### config.mk
export PLATFORM = sky130hd
export DESIGN_NAME = weight_load_ctrl
export DESIGN_NICKNAME = d
export VERILOG_FILES = /design/src/rtl/weight_load_ctrl.sv
export SDC_FILE = /design/constraint.sdc
export NUM_CORES = 1
export LEC_CHECK = 0
export ABC_AREA = 1
export CORE_MARGIN = 2
export CORE_UTILIZATION = 35
export CTS_CLUSTER_SIZE = 20
export DETAILED_ROUTE_END_ITERATION = 7
export PLACE_DENSITY = 0.72
export SETUP_SLACK_MARGIN = 0.3
export SLEW_MARGIN = 0
export SYNTH_ARGS = -nofsm -noshare
export SYNTH_HDL_FRONTEND = slang
export SYNTH_SLANG_ARGS = --single-unit
### constraint.sdc
create_clock -name clk -period 1.4 [get_ports clk]
set_input_delay 0.21 -clock clk [delete_from_list [all_inputs] [get_ports clk]]
set_output_delay 0.21 -clock clk [all_outputs]
set_load 0.05 [all_outputs]
### src/rtl/weight_load_ctrl.sv
// weight_load_ctrl
// Sequences double-buffered weight loading into a W x W systolic PE array.
// One row of weights is accepted per beat and broadcast on the north edge
// together with its row tag. After the tile has drained down the array the
// controller waits for a swap request and fires a one-cycle switch pulse on
// the west edge of every row.
// Optional feature: define WLC_PERF_CNT_EN to add the perf_stall_cycles port,
// which counts cycles spent with a swap request pending outside READY/SWITCH.
module weight_load_ctrl #(
  parameter int SYSTOLIC_ARRAY_WIDTH = 16,
  parameter int DATA_WIDTH_IN        = 8
) (
  input  logic                                            clk,
  input  logic                                            rst_n,
  input  logic                                            w_valid,
  output logic                                            w_ready,
  input  logic [SYSTOLIC_ARRAY_WIDTH*DATA_WIDTH_IN-1:0]   w_data,
  input  logic [SYSTOLIC_ARRAY_WIDTH-1:0]                 w_col_mask,
  output logic [SYSTOLIC_ARRAY_WIDTH-1:0]                 sa_accept_w_out,
  output logic [$clog2(SYSTOLIC_ARRAY_WIDTH)-1:0]         sa_index_out,
  output logic [SYSTOLIC_ARRAY_WIDTH*DATA_WIDTH_IN-1:0]   sa_weight_out,
  output logic [SYSTOLIC_ARRAY_WIDTH-1:0]                 sa_switch_out,
  input  logic                                            sw_req,
  output logic                                            sw_ack,
  output logic                                            shadow_ready,
`ifdef WLC_PERF_CNT_EN
  output logic [31:0]                                     perf_stall_cycles,
`endif
  output logic                                            active_valid
);

  localparam int W           = SYSTOLIC_ARRAY_WIDTH;
  localparam int DIN         = DATA_WIDTH_IN;
  localparam int INDEX_WIDTH = $clog2(SYSTOLIC_ARRAY_WIDTH);
  localparam int IW          = INDEX_WIDTH;

  // Last row tag; both counters wrap here so they never overflow.
  localparam logic [IW-1:0] LAST_ROW = IW'(W - 1);

  typedef enum logic [1:0] {
    ST_LOAD   = 2'd0,
    ST_DRAIN  = 2'd1,
    ST_READY  = 2'd2,
    ST_SWITCH = 2'd3
  } state_t;

  state_t        state_r;
  state_t        state_s;
  logic [IW-1:0] row_cnt_r;
  logic [IW-1:0] row_cnt_s;
  logic [IW-1:0] drain_cnt_r;
  logic [IW-1:0] drain_cnt_s;
  logic          accept_s;

  // A beat is taken only while the registered ready is high.
  assign accept_s = w_valid & w_ready;

  // Next-state and counter logic for the load/drain/ready/switch sequence.
  always_comb begin
    state_s     = state_r;
    row_cnt_s   = row_cnt_r;
    drain_cnt_s = drain_cnt_r;
    case (state_r)
      ST_LOAD: begin
        if (accept_s) begin
          if (row_cnt_r == LAST_ROW) begin
            row_cnt_s = {IW{1'b0}};
            state_s   = ST_DRAIN;
          end else begin
            row_cnt_s = row_cnt_r + IW'(1);
          end
        end else begin
          row_cnt_s = row_cnt_r;
        end
      end
      ST_DRAIN: begin
        // W cycles let the last row's weight ripple down to row W-1.
        if (drain_cnt_r == LAST_ROW) begin
          drain_cnt_s = {IW{1'b0}};
          state_s     = ST_READY;
        end else begin
          drain_cnt_s = drain_cnt_r + IW'(1);
        end
      end
      ST_READY: begin
        if (sw_req) begin
          state_s = ST_SWITCH;
        end else begin
          state_s = ST_READY;
        end
      end
      ST_SWITCH: begin
        state_s = ST_LOAD;
      end
      default: begin
        state_s     = ST_LOAD;
        row_cnt_s   = {IW{1'b0}};
        drain_cnt_s = {IW{1'b0}};
      end
    endcase
  end

  // State and counter registers.
  always_ff @(posedge clk or negedge rst_n) begin
    if (!rst_n) begin
      state_r     <= ST_LOAD;
      row_cnt_r   <= {IW{1'b0}};
      drain_cnt_r <= {IW{1'b0}};
    end else begin
      state_r     <= state_s;
      row_cnt_r   <= row_cnt_s;
      drain_cnt_r <= drain_cnt_s;
    end
  end

  // Registered north-edge load outputs; index/weight hold across bubbles.
  always_ff @(posedge clk or negedge rst_n) begin
    if (!rst_n) begin
      w_ready         <= 1'b0;
      sa_accept_w_out <= {W{1'b0}};
      sa_index_out    <= {IW{1'b0}};
      sa_weight_out   <= {(W*DIN){1'b0}};
    end else begin
      w_ready         <= (state_s == ST_LOAD);
      sa_accept_w_out <= accept_s ? w_col_mask : {W{1'b0}};
      if (accept_s) begin
        sa_index_out  <= row_cnt_r;
        sa_weight_out <= w_data;
      end
    end
  end

  // Registered swap handshake and buffer status outputs.
  always_ff @(posedge clk or negedge rst_n) begin
    if (!rst_n) begin
      sa_switch_out <= {W{1'b0}};
      sw_ack        <= 1'b0;
      shadow_ready  <= 1'b0;
      active_valid  <= 1'b0;
    end else begin
      sa_switch_out <= (state_s == ST_SWITCH) ? {W{1'b1}} : {W{1'b0}};
      sw_ack        <= (state_s == ST_SWITCH);
      shadow_ready  <= (state_r == ST_READY);
      active_valid  <= active_valid | (state_r == ST_SWITCH);
    end
  end

`ifdef WLC_PERF_CNT_EN
  logic stall_s;

  // A pending swap request is stalled whenever the tile is not yet swappable.
  assign stall_s = sw_req & (state_r != ST_READY) & (state_r != ST_SWITCH);

  // Saturating stall-cycle counter.
  always_ff @(posedge clk or negedge rst_n) begin
    if (!rst_n) begin
      perf_stall_cycles <= 32'd0;
    end else if (stall_s && (perf_stall_cycles != 32'hFFFF_FFFF)) begin
      perf_stall_cycles <= perf_stall_cycles + 32'd1;
    end
  end
`endif

endmodule

==> out/qor.csv, run 1 <==
metric,value,unit
die_y,137,um
violations,negative setup slack,
slowest_delay,0.50,ns
setup_viol,38,
placement.io_buffers,315,
cts_buffers,17,
vias,6917,
antenna_left,0,
rr_startpoint,w_ready,
syn_to_final_growth,148,%
drive_above_1_share,61.5,%
drc,0,
cp-end-kind,output port,
crit_slowest_cell,dfrtp_4,
clk_pin_slew_worst_paths,0.07,ns
synthCells,689,
fp.coreArea,0.0173,mm^2
wl_met3,2580,um
slew_headroom,68.6,%
fmax,682,MHz
rsz0062_at_grt,yes,
placed_cell_area,0.0116,mm^2
final_hold_viol_count,0,
grtUsageTotal,28.1,%
wl_met2,17400,um
worst-endpoint-arrival,1.26,ns
routed_wl,32300,um
ys_seq_elements,162,
fp.dieArea,0.0188,mm^2
rows,48,
cts.sinks,162,
ir_drop,1.67,mV
gp_congestion,0.803,
synth_cell_types,17,
synth.avg_cell_area,9.01,um^2
slew_viol_final,0,
drtIter0Drc,417,
clk_path_buf_depth,2,
grt_pass1_wl,39100,um
fp.dieW,137,um
vias_per_cell,5.02,
h-tree-depth,4,
antennaDiodeCount,0,
worstPathMaxFanout,8,
yosysSeqAreaShare,65.3,%
grt_max_degree,40,
max_cap_viol_count,0,
io_pins,316,
antenna_found_initial,0,
clockRootBuffer,clkbuf_16,
timing.final.crit_share,105,%
post-place-ws,-0.0910,ns
yosysWarnings,0,
cts_tree,built,
wl_met1,10600,um
worstHoldPathType,input port to async pin,
top_layer_used,met4,
place_hpwl,14600,um
synth_nets,839,
crit_family,flip-flops,
worstMarginPinSlew,0.471,ns
startpoint,sa_switch_out[14],
skew,0.00908,ns
path_class,flip-flop to output port,
outcome,finished with violations,
clock_latency,0.43,ns
grt-ovfl-total,0,
worst_slack,-0.0671,ns
path_buf_inv,2,
drt-wirelength-per-cell,23.5,um
p_per_area,2330,mW/mm^2
first_pass_iters,4,
grt_pass1_vias,7033,
path_cells,buf_8 -> buf_12,
start_util,35.9,%
cp-start-kind,flip-flop,
required,1.19,ns
design_area,0.0154,mm^2
syn_area,0.00621,mm^2
p_leak,7.55,nW
period_needed,1.47,ns
layout.nets,1290,
==> report_power, final <==
part	internal, W	total (W)	switching, W
Combinational	0.0110	0.0224	0.0114
Sequential	0.00645	0.00864	0.00218
Clock	0.00276	0.00485	0.00209
Total	0.0202	0.0359	0.0157
==> Yosys cell counts <==
| library cell | number | area, um^2 |
|---|---|---|
| nand2_1 | 406 | 1520 |
| dfrtp_1 | 162 | 4050 |
| inv_1 | 25 | 93.8 |
| nor2_1 | 24 | 90.1 |
| buf_4 | 21 | 158 |
| buf_2 | 19 | 95.1 |
| o21ai_0 | 9 | 45.0 |
| clkbuf_1 | 5 | 18.8 |
| nand3_1 | 5 | 25.0 |
| a21oi_1 | 3 | 15.0 |
| ha_1 | 2 | 25.0 |
| nand2_2 | 2 | 12.5 |
| nor2_4 | 2 | 22.5 |
| buf_6 | 1 | 11.3 |
| inv_2 | 1 | 3.75 |
| o21bai_1 | 1 | 7.51 |
| xnor2_1 | 1 | 8.76 |
==> cells in the final DEF, fill, tap and decap left out, types with 2 or more instances in the layout <==
master	n
nand2_8	2
dfrtp_2	33
nor2_1	10
clkinv_4	3
inv_2	2
nand3_2	3
o21ai_0	2
clkdlybuf4s50_1	146
a21oi_1	2
inv_6	5
ha_2	2
nand2_4	105
nand3_1	2
o21ai_2	6
clkinvlp_4	2
bufinv_16	2
nor2_4	16
buf_12	202
nand2_2	174
nand2_1	127
clkbuf_8	2
clkbuf_16	18
inv_1	22
clkinv_16	2
buf_8	10
buf_6	6
dfrtp_1	128
buf_4	87
buf_16	23
==> cells by family (layout without fill, tap and decap cells) <==
family,after synthesis,in the layout,synth area share (%)
and+or+nand+nor,439,439,27.0
adders and majority gates,2,2,0.403
buffers and inverters,72,536,6.13
AOI/OAI and AO/OA,13,13,1.09
xor gates and xnor gates,1,1,0.141
DFF,162,162,65.3
==> registers in the layout, indices dropped and copies added, names as in the netlist <==
signal,cells
row_cnt_r,4
sa_switch_out,1
w_ready,1
active_valid,1
shadow_ready,1
sa_index_out,4
sa_accept_w_out,16
state_r,2
sa_weight_out,128
drain_cnt_r,4
==> layout make-up <==
cell class,instances,area (um^2)
clock buffers,20,457
clock inverters,12,145
fillers,618,1910
inverters,26,131
multi-input cells,455,3180
flip-flops and latches,162,4100
well taps,225,282
repair buffers,476,7040
repair inverters,2,50.0
==> metrics by stage <==
step | TNS, ns | std cells | hold WS (ns) | total power [W] | util [%]
after floorplan | 0 | 689 | -0.0856 | 0.0154 | -
after global routing | -3.01 | 1378 | 0.324 | 0.0370 | 89.0
after detailed placement | -6.20 | 1221 | 0.161 | 0.0248 | 66.9
after CTS | -1.36 | 1312 | 0.282 | 0.0325 | 81.1
after global placement | -3.18 | 1221 | 0.162 | 0.0245 | 66.9
final | -1.42 | 1378 | 0.289 | 0.0359 | 89.0
==> repair_timing <==
item                       in CTS  in global routing
setup endpoints to repair     311                322
hold buffers                    1                  0
buffers inserted               36                 65
resized for setup             307                241
pin swaps                      92                 75
hold endpoints to repair       30                  0
gates cloned                   22                  1
==> layer usage <==
layer  up-vias  track usage, %
met5         -               0
met4         0            12.9
met3       116            7.98
met2       373            50.8
met1      3454            30.4
li1       2974               -
==> path summary, 6_finish.rpt <==
check | end | slack [ns] | cells after the start
setup reg to reg | sa_weight_out[1] | -0.06 | 8
max in group asynchronous | sa_weight_out[28] | 0.53 | 3
hold / removal | sa_weight_out[95] | 0.29 | 2
setup / recovery | sa_switch_out[7] | -0.07 | 2
min in group clk | sa_accept_w_out[5] | 0.32 | 3
hold reg to reg | shadow_ready | 0.53 | 1
No activity file was read; power rests on OpenSTA's default activity.
==> run 2, diff against run 1 <==
--- a/config.mk
+++ b/config.mk
@@ -8,8 +8,10 @@
 export ABC_AREA = 1
 export CORE_MARGIN = 2
 export CORE_UTILIZATION = 35
+export CTS_BUF_LIST = sky130_fd_sc_hd__clkbuf_8
 export CTS_CLUSTER_SIZE = 20
 export DETAILED_ROUTE_END_ITERATION = 7
+export HOLD_SLACK_MARGIN = 0.08
 export PLACE_DENSITY = 0.72
 export SETUP_SLACK_MARGIN = 0.3
 export SLEW_MARGIN = 0
==> run 2 against run 1 <==
  * The flow still finishes with violations (negative setup slack)
  * Cell count fell by 0.36%
  * Cell area fell by 4.1%
  * Critical path depth did not move
  * Core utilization fell by 3.7 points
  * Critical endpoint unchanged
  * Largest cell class unchanged
  * Largest power group unchanged
==> out/qor.csv, run 2 (synthesized netlist as in run 1, its figures left out) <==
metric,value,unit
antenna_found_initial,1,
p_per_area,2290,mW/mm^2
drc,0,
layout_common_cells,"buf_12 (198), nand2_1 (179), nand2_2 (156)",
timing.final.crit_share,109,%
cts_buffers,17,
holdWs,0.264,ns
violations,negative setup slack,
grt_max_degree,40,
worst-endpoint-arrival,1.31,ns
outcome,finished with violations,
place_hpwl,14600,um
setup_viol,18,
final_common_cell,buf_12,
top_register,sa_weight_out,
worstPathMaxFanout,8,
syn_to_final_growth,138,%
die_y,137,um
drive_above_1_share,55.9,%
design_area,0.0148,mm^2
slew_viol_final,0,
first_pass_iters,5,
slew_headroom,68.5,%
vias_per_cell,4.89,
required,1.19,ns
gp_congestion,0.803,
final_hold_viol_count,0,
largest_reg_flops,128,
worstMarginPinSlew,0.472,ns
path_class,flip-flop to output port,
rsz0062_at_grt,yes,
cp-end-kind,output port,
fillCellCount,754,
cts.sinks,162,
io_pins,316,
dp.cells,1221,
cts_tree,built,
layout.nets,1284,
placement.io_buffers,315,
clk_path_buf_depth,2,
worstHoldPathType,input port to flip-flop,
clk_pin_slew_worst_paths,0.10,ns
grt_pass1_wl,36700,um
max_cap_viol_count,0,
fmax,658,MHz
period_needed,1.52,ns
fp.coreArea,0.0173,mm^2
fp.dieW,137,um
ir_drop,1.39,mV
placed_cell_area,0.0116,mm^2
start_util,35.9,%
antenna_left,0,
worst_slack,-0.120,ns
grt-ovfl-total,0,
vias,6714,
skew,0.0130,ns
rows,48,
clockRootBuffer,clkbuf_8,
cp-start-kind,flip-flop,
fp.dieArea,0.0188,mm^2
h-tree-depth,4,
drt-wirelength-per-cell,20.8,um
grt_pass1_vias,6711,
reg_top3,"sa_weight_out x128, sa_accept_w_out x16",
routed_wl,28600,um
clock_latency,0.46,ns
p_leak,7.27,nW
grtUsageTotal,26.0,%
fin_cells,1373,
drtIter0Drc,383,
-- run 2: changes by cell type in the layout (fill, tap and decap cells not counted), moves of 3 or more --
cell | before | now
buf_4 | 87 | 82
dfrtp_1 | 128 | 142
clkbuf_8 | 2 | 19
nand2_1 | 127 | 179
nand2_4 | 105 | 73
dfrtp_2 | 33 | 19
buf_6 | 6 | 9
nor2_1 | 10 | 7
nand2_2 | 174 | 156
clkbuf_16 | 18 | 1
buf_12 | 202 | 198
nor2_4 | 16 | 12
nor2_2 | 0 | 7
-- run 2: final timing paths --
| check | start | endpoint | slack (ns) | cells past startpoint |
|---|---|---|---|---|
| max in group asynchronous | rst_n | sa_weight_out[4] | 0.57 | 3 |
| max | sa_switch_out[14] | sa_switch_out[7] | -0.12 | 2 |
| min in group asynchronous | rst_n | sa_weight_out[95] | 0.27 | 2 |
| max reg2reg | w_ready | sa_weight_out[124] | 0 | 8 |
| min reg2reg | sa_weight_out[118] | sa_weight_out[118] | 0.55 | 2 |
| min | w_col_mask[1] | sa_accept_w_out[1] | 0.26 | 3 |
-- run 2: layout make-up --
| type | instances | area [um^2] | share of cell area [%] |
|---|---|---|---|
| repair buffers | 469 | 6930 | 47.0 |
| flip-flops and latches | 162 | 4080 | 27.7 |
| multi-input cells | 455 | 2860 | 19.4 |
| well taps | 225 | 282 | 1.91 |
| clock buffers | 19 | 262 | 1.77 |
| clock inverters | 13 | 149 | 1.01 |
| inverters | 26 | 126 | 0.857 |
| repair inverters | 3 | 56.3 | 0.382 |
| diodes | 1 | 2.50 | 0.0170 |
-- run 2: per-stage QoR --
stage	utilization, %	setup TNS, ns	power, W	worst slack [ns]
detailed placement	66.9	-6.20	0.0248	-0.0910
global placement	66.9	-3.18	0.0245	-0.0691
global route	85.3	-2.60	0.0349	-0.150
floorplan	-	0	0.0154	0.205
CTS	79.4	-2.23	0.0312	-0.134
finish	85.3	-1.96	0.0337	-0.120
-- run 2: repair_timing --
action,CTS,global route
resized for setup,290,163
setup endpoints to repair,314,325
pin swaps,79,41
cloned,22,1
hold buffers,1,0
buffers inserted,39,56
endpoints found under the hold margin,162,0
-- run 2: worst max-delay path, cell delays in order (launching register included) --
cell	delay [ns]
dfrtp_4	0.52
buf_8	0.17
buf_12	0.15
-- run 2: per-layer routing --
metal | GRT usage [%] | wire length [um]
met1 | 28.2 | 9600
met4 | 10.4 | 1180
met2 | 47.6 | 15600
met3 | 7.21 | 2250
met5 | 0 | 0
-- run 2: power breakdown --
part	total, W	internal, W	switching, W
clock	0.00364	0.00171	0.00193
sequential	0.00850	0.00641	0.00209
combinational	0.0216	0.0107	0.0109
==> run 3, diff against run 2 <==
--- a/config.mk
+++ b/config.mk
@@ -6,6 +6,7 @@
 export NUM_CORES = 1
 export LEC_CHECK = 0
 export ABC_AREA = 1
+export CORE_ASPECT_RATIO = 1.2
 export CORE_MARGIN = 2
 export CORE_UTILIZATION = 35
 export CTS_BUF_LIST = sky130_fd_sc_hd__clkbuf_8
==> run 3 against run 2 <==
  * The flow still finishes with violations (negative setup slack)
  * Wire length is 11% higher
  * Critical path depth stayed put
  * Core utilization is 2.1 points higher
  * Non-clock buffer count is 14 higher
  * Worst hold slack worse by 0.093 ns
==> out/qor.csv, run 3 (synthesized netlist as in run 1, its figures left out) <==
metric,value,unit
grt-ovfl-total,0,
total_power,0.0349,W
layout_common_cells,"buf_12 (199), nand2_2 (172), clkdlybuf4s50_1 (146)",
final_hold_viol_count,0,
slew_viol_final,0,
switching_power,0.0156,W
grt_max_degree,63,
path_class,flip-flop to output port,
outcome,finished with violations,
cp-start-kind,flip-flop,
drive_above_1_share,60.6,%
p_leak,7.51,nW
path_common_cell,buf_12,
drtIter0Drc,283,
gp_congestion,0.775,
grt_pass1_wl,37500,um
placement.io_buffers,315,
max_cap_viol_count,0,
design_area,0.0152,mm^2
period_needed,1.51,ns
fp.dieArea,0.0188,mm^2
worstMarginPinSlew,0.402,ns
vias,6964,
clkPwrFrac,10.6,%
setup_viol,18,
layout.nets,1298,
clk_pin_slew_worst_paths,0.10,ns
fmax,663,MHz
r2r_cells,7,
path_cells,buf_12 -> buf_12,
start_util,35.6,%
clock_latency,0.47,ns
worst_slack,-0.109,ns
slew_headroom,73.1,%
antenna_left,0,
skew,0.0113,ns
fp.coreArea,0.0174,mm^2
h-tree-depth,4,
violations,negative setup slack,
cts_tree,built,
crit_slowest_cell,dfrtp_4,
place_hpwl,14400,um
slowest_delay,0.49,ns
p_seq_share,24.6,%
clockRootBuffer,clkbuf_8,
vias_per_cell,5.04,
reg_top3,"sa_weight_out x128, sa_accept_w_out x16",
p_comb_share,64.8,%
rsz0062_at_grt,yes,
cts.sinks,162,
final_common_cell,buf_12,
sw_frac_of_total,44.6,%
required,1.19,ns
grtUsageTotal,26.3,%
worstHoldPathType,input port to async pin,
cp-end-kind,output port,
placed_cell_area,0.0114,mm^2
ir_drop,1.65,mV
p_int,0.0194,W
worst-endpoint-arrival,1.30,ns
worstPathMaxFanout,17,
syn_to_final_growth,145,%
antenna_found_initial,1,
first_pass_iters,5,
largest_reg_flops,128,
path_buf_inv,2,
p_per_area,2290,mW/mm^2
drc,0,
rows,53,
io_pins,316,
grt_pass1_vias,6737,
clk_path_buf_depth,2,
fp.dieW,126,um
fillCellCount,696,
post-place-ws,-0.0560,ns
die_y,150,um
timing.final.crit_share,108,%
top_register,sa_weight_out,
cts_buffers,17,
crit_family,flip-flops,
drt-wirelength-per-cell,23.0,um
routed_wl,31800,um
antennaDiodeCount,0,
cp.depth,2,
==> run 3: final timing paths <==
check,end,from,slack (ns)
max,sa_switch_out[15],sa_switch_out[14],-0.11
min,sa_weight_out[61],rst_n,0.17
max reg2reg,sa_weight_out[101],w_ready,0
min reg2reg,drain_cnt_r[2],drain_cnt_r[2],0.53
max in group asynchronous,sa_weight_out[41],rst_n,0.54
min in group clk,sa_weight_out[25],w_data[25],0.27
==> run 3: area by class of cell <==
type | instances | area (um^2) | share of cell area [%]
clock buffers | 17 | 234 | 1.53
multi-input cells | 456 | 3150 | 20.7
flip-flops and latches | 162 | 4100 | 26.9
inverters | 26 | 114 | 0.747
clock inverters | 15 | 170 | 1.12
well taps | 220 | 275 | 1.81
repair buffers | 483 | 7170 | 47.0
repair inverters | 2 | 36.3 | 0.238
==> run 3: routing by layer <==
metal | track usage [%] | vias up | share of wire [%] | wire length, um
met5 | 0 | - | 0.041 | 13
met4 | 10.1 | 2 | 4.5 | 1420
met3 | 7.79 | 101 | 7.0 | 2240
met2 | 48.2 | 381 | 55 | 17400
met1 | 28.6 | 3489 | 34 | 10700
li1 | - | 2991 | - | -
==> run 3: per-stage QoR <==
stage	utilization, %	cells	hold slack [ns]	TNS [ns]
after floorplan	-	689	-0.0856	0
after global placement	65.1	1200	0.0821	-0.487
after detailed placement	65.1	1200	0.0841	-1.11
after CTS	78.9	1309	0.171	-2.25
after global routing	87.4	1381	0.179	-2.74
final	87.4	1381	0.171	-1.83
==> run 3: timing repair <==
item                                   CTS  global route
setup endpoints to repair              289           325
buffers inserted                        48            67
cloned                                  28             5
endpoints found under the hold margin  162             0
gates resized for setup                266           256
hold buffers                             1             0
pin swaps                               85           110
==> run 3: power by group through the flow <==
| stage | sequential (W) | combinational (W) | clock [W] |
|---|---|---|---|
| global placement | 0.00824 | 0.0160 | 0 |
| global route | 0.00873 | 0.0233 | 0.00395 |
| CTS | 0.00834 | 0.0195 | 0.00364 |
| finish | 0.00860 | 0.0226 | 0.00370 |
| floorplan | 0.0129 | 0.00252 | 0 |
| detailed placement | 0.00831 | 0.0162 | 0 |
